**src/rtl/kda_job_serializer_pkg.sv**
```systemverilog
// Shared types and constants for the KDA job serializer.
package kda_job_serializer_pkg;

   typedef enum logic [1:0] {
      IDLE = 2'd0,
      HDR  = 2'd1,
      PASS = 2'd2,
      SALT = 2'd3
   } kda_state_e;

   localparam int unsigned BEATS_PER_JOB   = 17;
   localparam int unsigned WORDS_PER_FIELD = 8;
   localparam int unsigned HDR_RSVD_W      = 24;

   // Header beat layout
   localparam int unsigned HDR_CHUNKS_MSB = 63;
   localparam int unsigned HDR_CHUNKS_LSB = 62;
   localparam int unsigned HDR_SLEN_MSB   = 61;
   localparam int unsigned HDR_SLEN_LSB   = 56;
   localparam int unsigned HDR_RSVD_LSB   = 32;
   localparam int unsigned HDR_ITERS_MSB  = 31;
   localparam int unsigned HDR_ITERS_LSB  = 0;

   typedef struct packed {
      logic [1:0]   chunks;
      logic [5:0]   salt_len;
      logic [31:0]  iters;
      logic [511:0] pass;
      logic [511:0] salt;
   } kda_job_t;

endpackage

```
**src/rtl/kda_job_serializer_if.sv**
```systemverilog
// Job descriptor input and beat output handshake bundle.
interface kda_job_serializer_if;
   logic [1:0]   chunks_i;
   logic [5:0]   salt_len_i;
   logic [31:0]  iters_i;
   logic [511:0] pass_i;
   logic [511:0] salt_i;
   logic         v_i;
   logic         ready_o;
   logic [63:0]  data_o;
   logic         v_o;
   logic         ready_i;
   logic         busy_o;

   // Driver / consumer side
   modport master (
      output chunks_i, salt_len_i, iters_i, pass_i, salt_i, v_i, ready_i,
      input  ready_o, data_o, v_o, busy_o
   );

   // Serializer side
   modport slave (
      input  chunks_i, salt_len_i, iters_i, pass_i, salt_i, v_i, ready_i,
      output ready_o, data_o, v_o, busy_o
   );
endinterface

```
**src/rtl/kda_word_sel.sv**
```systemverilog
// Selects one 64-bit word from a packed vector; index 0 is the most significant word.
module kda_word_sel #(
   parameter int unsigned NUM_WORDS = 8
) (
   input  logic [NUM_WORDS*64-1:0] vec,
   input  logic [2:0]              idx,
   output logic [63:0]             word
);

   // Word mux, MSW first
   always_comb begin
      word = '0;
      for (int unsigned i = 0; i < NUM_WORDS; i++) begin
         if (idx == 3'(i)) word = vec[(NUM_WORDS-1-i)*64 +: 64];
      end
   end

endmodule

```
**src/rtl/kda_job_serializer.sv**
```systemverilog
// Captures a PBKDF2 job descriptor and streams it as header + pass + salt beats.
module kda_job_serializer
   import kda_job_serializer_pkg::*;
#(
   parameter int unsigned NUM_WORDS = WORDS_PER_FIELD
) (
   input  logic                  clk_i,
   input  logic                  reset_i,
   kda_job_serializer_if.slave   bus
);

   kda_state_e   state_q, state_d;
   logic [2:0]   cnt_q, cnt_d;
   kda_job_t     job_q;
   logic         accept, xfer, last_word;
   logic [511:0] sel_vec;
   logic [63:0]  sel_word;
   logic [63:0]  hdr;

   assign last_word = (cnt_q == 3'(NUM_WORDS-1));
   assign xfer      = bus.v_o && bus.ready_i;
   assign accept    = bus.v_i && bus.ready_o;

   // Handshake outputs; ready also opens on the final salt beat for back-to-back jobs
   always_comb begin
      bus.ready_o = (state_q == IDLE && !reset_i) ||
                    (state_q == SALT && last_word && bus.ready_i);
      bus.v_o     = (state_q != IDLE);
      bus.busy_o  = (state_q != IDLE);
   end

   // Next-state and word counter
   always_comb begin
      state_d = state_q;
      cnt_d   = cnt_q;
      case (state_q)
         IDLE: if (accept) state_d = HDR;
         HDR: begin
            if (xfer) begin
               state_d = PASS;
               cnt_d   = '0;
            end
         end
         PASS: begin
            if (xfer) begin
               if (last_word) begin
                  state_d = SALT;
                  cnt_d   = '0;
               end else begin
                  cnt_d = cnt_q + 3'd1;
               end
            end
         end
         SALT: begin
            if (xfer) begin
               if (last_word) begin
                  state_d = accept ? HDR : IDLE;
                  cnt_d   = '0;
               end else begin
                  cnt_d = cnt_q + 3'd1;
               end
            end
         end
         default: begin
            state_d = IDLE;
            cnt_d   = '0;
         end
      endcase
   end

   // State register
   always_ff @(posedge clk_i or posedge reset_i) begin
      if (reset_i) begin
         state_q <= IDLE;
         cnt_q   <= '0;
      end else begin
         state_q <= state_d;
         cnt_q   <= cnt_d;
      end
   end

   // Job register, written only on acceptance
   always_ff @(posedge clk_i or posedge reset_i) begin
      if (reset_i) begin
         job_q <= '0;
      end else if (accept) begin
         job_q.chunks   <= bus.chunks_i;
         job_q.salt_len <= bus.salt_len_i;
         job_q.iters    <= bus.iters_i;
         job_q.pass     <= bus.pass_i;
         job_q.salt     <= bus.salt_i;
      end
   end

   // Header assembly and field select for the shared word mux
   always_comb begin
      hdr = '0;
      hdr[HDR_CHUNKS_MSB:HDR_CHUNKS_LSB]   = job_q.chunks;
      hdr[HDR_SLEN_MSB:HDR_SLEN_LSB]       = job_q.salt_len;
      hdr[HDR_RSVD_LSB +: HDR_RSVD_W]      = '0;
      hdr[HDR_ITERS_MSB:HDR_ITERS_LSB]     = job_q.iters;
      sel_vec = (state_q == SALT) ? job_q.salt : job_q.pass;
   end

   kda_word_sel #(
      .NUM_WORDS (NUM_WORDS)
   ) u_word_sel (
      .vec  (sel_vec),
      .idx  (cnt_q),
      .word (sel_word)
   );

   // Output beat mux; zero when idle
   always_comb begin
      bus.data_o = '0;
      case (state_q)
         HDR:        bus.data_o = hdr;
         PASS, SALT: bus.data_o = sel_word;
         default:    bus.data_o = '0;
      endcase
   end

endmodule

```
**src/flat_wrapper.sv**
```systemverilog
// flat-port wrapper written by rule: the top's interface ports become plain ports
module kda_job_serializer_flat import kda_job_serializer_pkg::*;
#(
   parameter int unsigned NUM_WORDS = WORDS_PER_FIELD
)
  (clk_i, reset_i, bus_chunks_i, bus_salt_len_i, bus_iters_i, bus_pass_i, bus_salt_i, bus_v_i, bus_ready_i, bus_ready_o, bus_data_o, bus_v_o, bus_busy_o);
  kda_job_serializer_if bus_i ();
  input  logic clk_i;
  input  logic reset_i;
  input wire logic [$bits(bus_i.chunks_i)-1:0] bus_chunks_i;
  input wire logic [$bits(bus_i.salt_len_i)-1:0] bus_salt_len_i;
  input wire logic [$bits(bus_i.iters_i)-1:0] bus_iters_i;
  input wire logic [$bits(bus_i.pass_i)-1:0] bus_pass_i;
  input wire logic [$bits(bus_i.salt_i)-1:0] bus_salt_i;
  input wire logic [$bits(bus_i.v_i)-1:0] bus_v_i;
  input wire logic [$bits(bus_i.ready_i)-1:0] bus_ready_i;
  output wire logic [$bits(bus_i.ready_o)-1:0] bus_ready_o;
  output wire logic [$bits(bus_i.data_o)-1:0] bus_data_o;
  output wire logic [$bits(bus_i.v_o)-1:0] bus_v_o;
  output wire logic [$bits(bus_i.busy_o)-1:0] bus_busy_o;
  assign bus_i.chunks_i = bus_chunks_i;
  assign bus_i.salt_len_i = bus_salt_len_i;
  assign bus_i.iters_i = bus_iters_i;
  assign bus_i.pass_i = bus_pass_i;
  assign bus_i.salt_i = bus_salt_i;
  assign bus_i.v_i = bus_v_i;
  assign bus_i.ready_i = bus_ready_i;
  assign bus_ready_o = bus_i.ready_o;
  assign bus_data_o = bus_i.data_o;
  assign bus_v_o = bus_i.v_o;
  assign bus_busy_o = bus_i.busy_o;
  kda_job_serializer #(.NUM_WORDS(NUM_WORDS)) u_core (.clk_i(clk_i), .reset_i(reset_i), .bus(bus_i));
endmodule
```
**config.mk**
```make
export PLATFORM = sky130hd
export DESIGN_NAME = kda_job_serializer_flat
export DESIGN_NICKNAME = d
export VERILOG_FILES = /design/src/rtl/kda_job_serializer_pkg.sv /design/src/rtl/kda_job_serializer_if.sv /design/src/rtl/kda_word_sel.sv /design/src/rtl/kda_job_serializer.sv /design/src/flat_wrapper.sv
export SDC_FILE = /design/constraint.sdc
export NUM_CORES = 2
export LEC_CHECK = 0
export CAP_MARGIN = 20
export CORE_AREA = 2 2 437 439
export CTS_BUF_LIST = sky130_fd_sc_hd__clkbuf_16
export DETAILED_ROUTE_END_ITERATION = 7
export DIE_AREA = 0 0 439 441
export PLACE_DENSITY = 0.49
export SYNTH_ARGS = -nofsm -noshare
export SYNTH_HDL_FRONTEND = slang
export SYNTH_SLANG_ARGS = --single-unit
```
**constraint.sdc**
```tcl
create_clock -name clk_i -period 36 [get_ports clk_i]
set_clock_uncertainty 0.15 [all_clocks]
set_input_delay 5.4 -clock clk_i [delete_from_list [all_inputs] [get_ports clk_i]]
set_output_delay 5.4 -clock clk_i [all_outputs]
set_load 0.02 [all_outputs]
```
==> out/qor.json <==
{
  "status": {
    "outcome": "completed"
  },
  "layout": {
    "num-nets-final": 5872,
    "area_delta_synth_final_pct": 35.17,
    "postLayoutCellArea_um2": 68550,
    "post_route_cells_drive_above_1_share_pct": 33.59,
    "layout.core_utilization_pct": 36.23,
    "filler_cell_count": 18660
  },
  "clocking": {
    "clk_pin_slew_ns": 0.05,
    "cts_sinks": 1069,
    "clock_path_buffers": 3,
    "post-cts-setup-buffer-count": 0,
    "postCtsResizedCells": 0,
    "num_cts_buffers": 134,
    "clock_tree.root_cell": "clkbuf_16",
    "tritoncts_clock_tree": "yes",
    "clock_tree.htree_level_count": 4,
    "clock_insertion_delay_worst_skew_ns": 0.80,
    "cts_hold_repair.buffers": 0
  },
  "yosys": {
    "synth.distinct_cells": 38,
    "ys_async_sr_fraction_pct": 100.0,
    "synthTopCellsByCount": "mux2_2 (1390), dfrtp_1 (1069), a21oi_1 (211)",
    "synth-warning-count": 0,
    "ys_dominant_reg_cell": "dfrtp_1",
    "syn_inst": 3761,
    "synth_top_area_share_pct": 52.75,
    "share_of_synthesized_area_occupied_by_flip_flops_and_latches_pct": 52.75,
    "synth_area_leaders": "dfrtp_1 (53%), mux2_2 (31%), mux2i_1 (3.3%)",
    "synth_most_common_cell": "mux2_2",
    "synth_top_area_cell": "dfrtp_1",
    "count_of_flip_flops_with_a_built_in_enable_after_synthesis": 0,
    "postSynthNetCount": 4839,
    "netlist_area_um2": 50710,
    "register_bit_count_reported_by_yosys": 1069,
    "avgSynthCellArea_um2": 13.48
  },
  "floorplan": {
    "initial_utilization_pct": 26.81,
    "io_pins": 1135,
    "coreArea_um2": 189200,
    "die_height_um": 441,
    "dieWidth_um": 439,
    "die_footprint_um2": 193600,
    "placementRows": 160
  },
  "hold_path": {
    "hold_path.class": "reg2reg",
    "hold_path.startpoint": "u_core.job_q[388]$_DFFE_PP0P_"
  },
  "power_and_ir_drop": {
    "p_per_area_nw_per_um2": 87.57,
    "power_leakage_nw": 27.34,
    "peakVddDrop_mv": 0.05560
  },
  "timing": {
    "fin_ws_ns": 23.38,
    "grt_setup_unrepaired": "no",
    "final.setup.tns_ns": 0,
    "max-slew-margin-rel_pct": 26.14,
    "timing.final.setup_violations": 0,
    "timing.final.hold_violations": 0,
    "final.period_utilization_pct": 35.06,
    "timing_worst_slew_pin_value_ns": 1.108,
    "max_transition_viols_final": 0,
    "timing.final.crit_period_ns": 12.62,
    "timing.fmax_mhz": 79.23
  },
  "global_route": {
    "groute.layer.met1.usage_pct": 22.78,
    "global_routing_usage_on_met2_pct": 39.02,
    "globalRouteOverflowTotal": 0,
    "busiest_layer": "met2",
    "grtUsageTotal_pct": 21.07,
    "wire_length_of_the_first_global_routing_pass_mm": 289.4,
    "globalRouteMet3Util_pct": 5.795,
    "number_of_global_route_vias_before_repair": 37540,
    "antenna_found_initial": 123,
    "grt_max_degree": 173
  },
  "setup_path": {
    "r2r-start": "u_core.cnt_q[2]$_DFFE_PP0P_",
    "cp_max_fo": 2,
    "crit_arrival_ns": 7.07,
    "worst_setup_path_startpoint": "reset_i",
    "worst-endpoint-required_ns": 30.45,
    "critPathCaptureType": "output pin",
    "crit_path_start_kind": "input pin",
    "timing_worst_setup_path_type": "in2out"
  },
  "routing": {
    "drtAntennaViolNets": 0,
    "drc": 0,
    "drt-total-wl_mm": 210.5,
    "routedWlPerCell_um": 28.18,
    "dr.first_iter.drc_count": 1971,
    "post_drt_via_cell_ratio": 4.797,
    "vias_after_detailed_routing": 35840,
    "detailedRoute.firstPassIterationCount": 7
  },
  "placement": {
    "post-dp-hpwl_mm": 152.8,
    "place_congestion": 0.8213,
    "port-buffer-count": 1134,
    "placed_area_um2": 64220,
    "place_worst_setup_slack_ns": 23.40
  },
  "flow_run": {
    "drv.max_cap_violation_count": 0
  }
}
[placed cells by master, fill, tap and decap left out, types with 68 or more instances in the layout]
cell and n:
mux2_2 1390, nand2_1 109, a22oi_1 103, dfrtp_1 1068
o21ai_1 72, nor2_1 68, clkdlybuf4s50_1 1134, a21oi_1 211
mux2i_1 169, clkbuf_16 136
[kinds of logic after synthesis]
family | after synthesis | share of synthesized area (%)
buffers and inverters | 310 | 3.363
DFF | 1069 | 52.75
adders and majority gates | 10 | 0.2467
AOI/OAI and AO/OA | 602 | 7.515
and+or+nand+nor | 192 | 1.500
muxes | 1578 | 34.62
[power by group]
| group | total (mW) | switching (mW) | internal [mW] |
|---|---|---|---|
| Clock | 1.29 | 0.569 | 0.724 |
| Combinational | 2.57 | 1.29 | 1.28 |
| Sequential | 2.14 | 0.330 | 1.81 |
| Total | 6.00 | 2.19 | 3.81 |
[stage by stage]
step,instances,total power [mW],hold WS (ns)
after floorplan,3761,3.772,0.3232
after global placement,7166,4.775,0.3316
after detailed placement,7167,4.817,0.3396
after CTS,7404,6.148,0.3529
after global routing,7453,6.377,0.3612
final,7471,6.003,0.3497
[layer usage]
layer	routed length [um]	vias up	share of wire, %
met5	380	-	0.18
met4	5996	64	2.8
met3	12780	352	6.1
met2	113600	1025	54
met1	77720	18430	37
li1	-	15970	-
[worst max-delay path, cell delays in order]
cell,delay [ns]
clkdlybuf4s50_1,0.61
nand2b_1,0.30
nand2_1,0.14
clkdlybuf4s50_1,0.61
[path summary, 6_finish.rpt]
kind                                                  to  slack [ns]  depth (start not counted)
max in group asynchronous  u_core.job_q[458]$_DFFE_PP0P_       25.37                          7
max                                          bus_ready_o       23.38                          4
min reg2reg                u_core.job_q[388]$_DFFE_PP0P_        0.35                          1
max reg2reg                u_core.job_q[910]$_DFFE_PP0P_       28.34                         11
min                        u_core.job_q[388]$_DFFE_PP0P_        0.35                          1
min in group asynchronous   u_core.job_q[36]$_DFFE_PP0P_        5.20                          2
[registers in the layout, summed over array words and instances, names as in the netlist]
name	flops
u_core.state_q	2
u_core.cnt_q	3
u_core.hdr	40
u_core.job_q	1024
[layout make-up]
type	instances	area (um^2)	area share, %
clock buffers	136	3403	4.965
diodes	65	162.7	0.2373
flip-flops and latches	1069	26750	39.03
clock inverters	101	711.9	1.039
multi-input cells	2382	22380	32.65
inverters	8	38.79	0.05659
well taps	2511	3142	4.583
repair buffers	1199	11950	17.44
No activity file was read; power rests on OpenSTA's default activity.
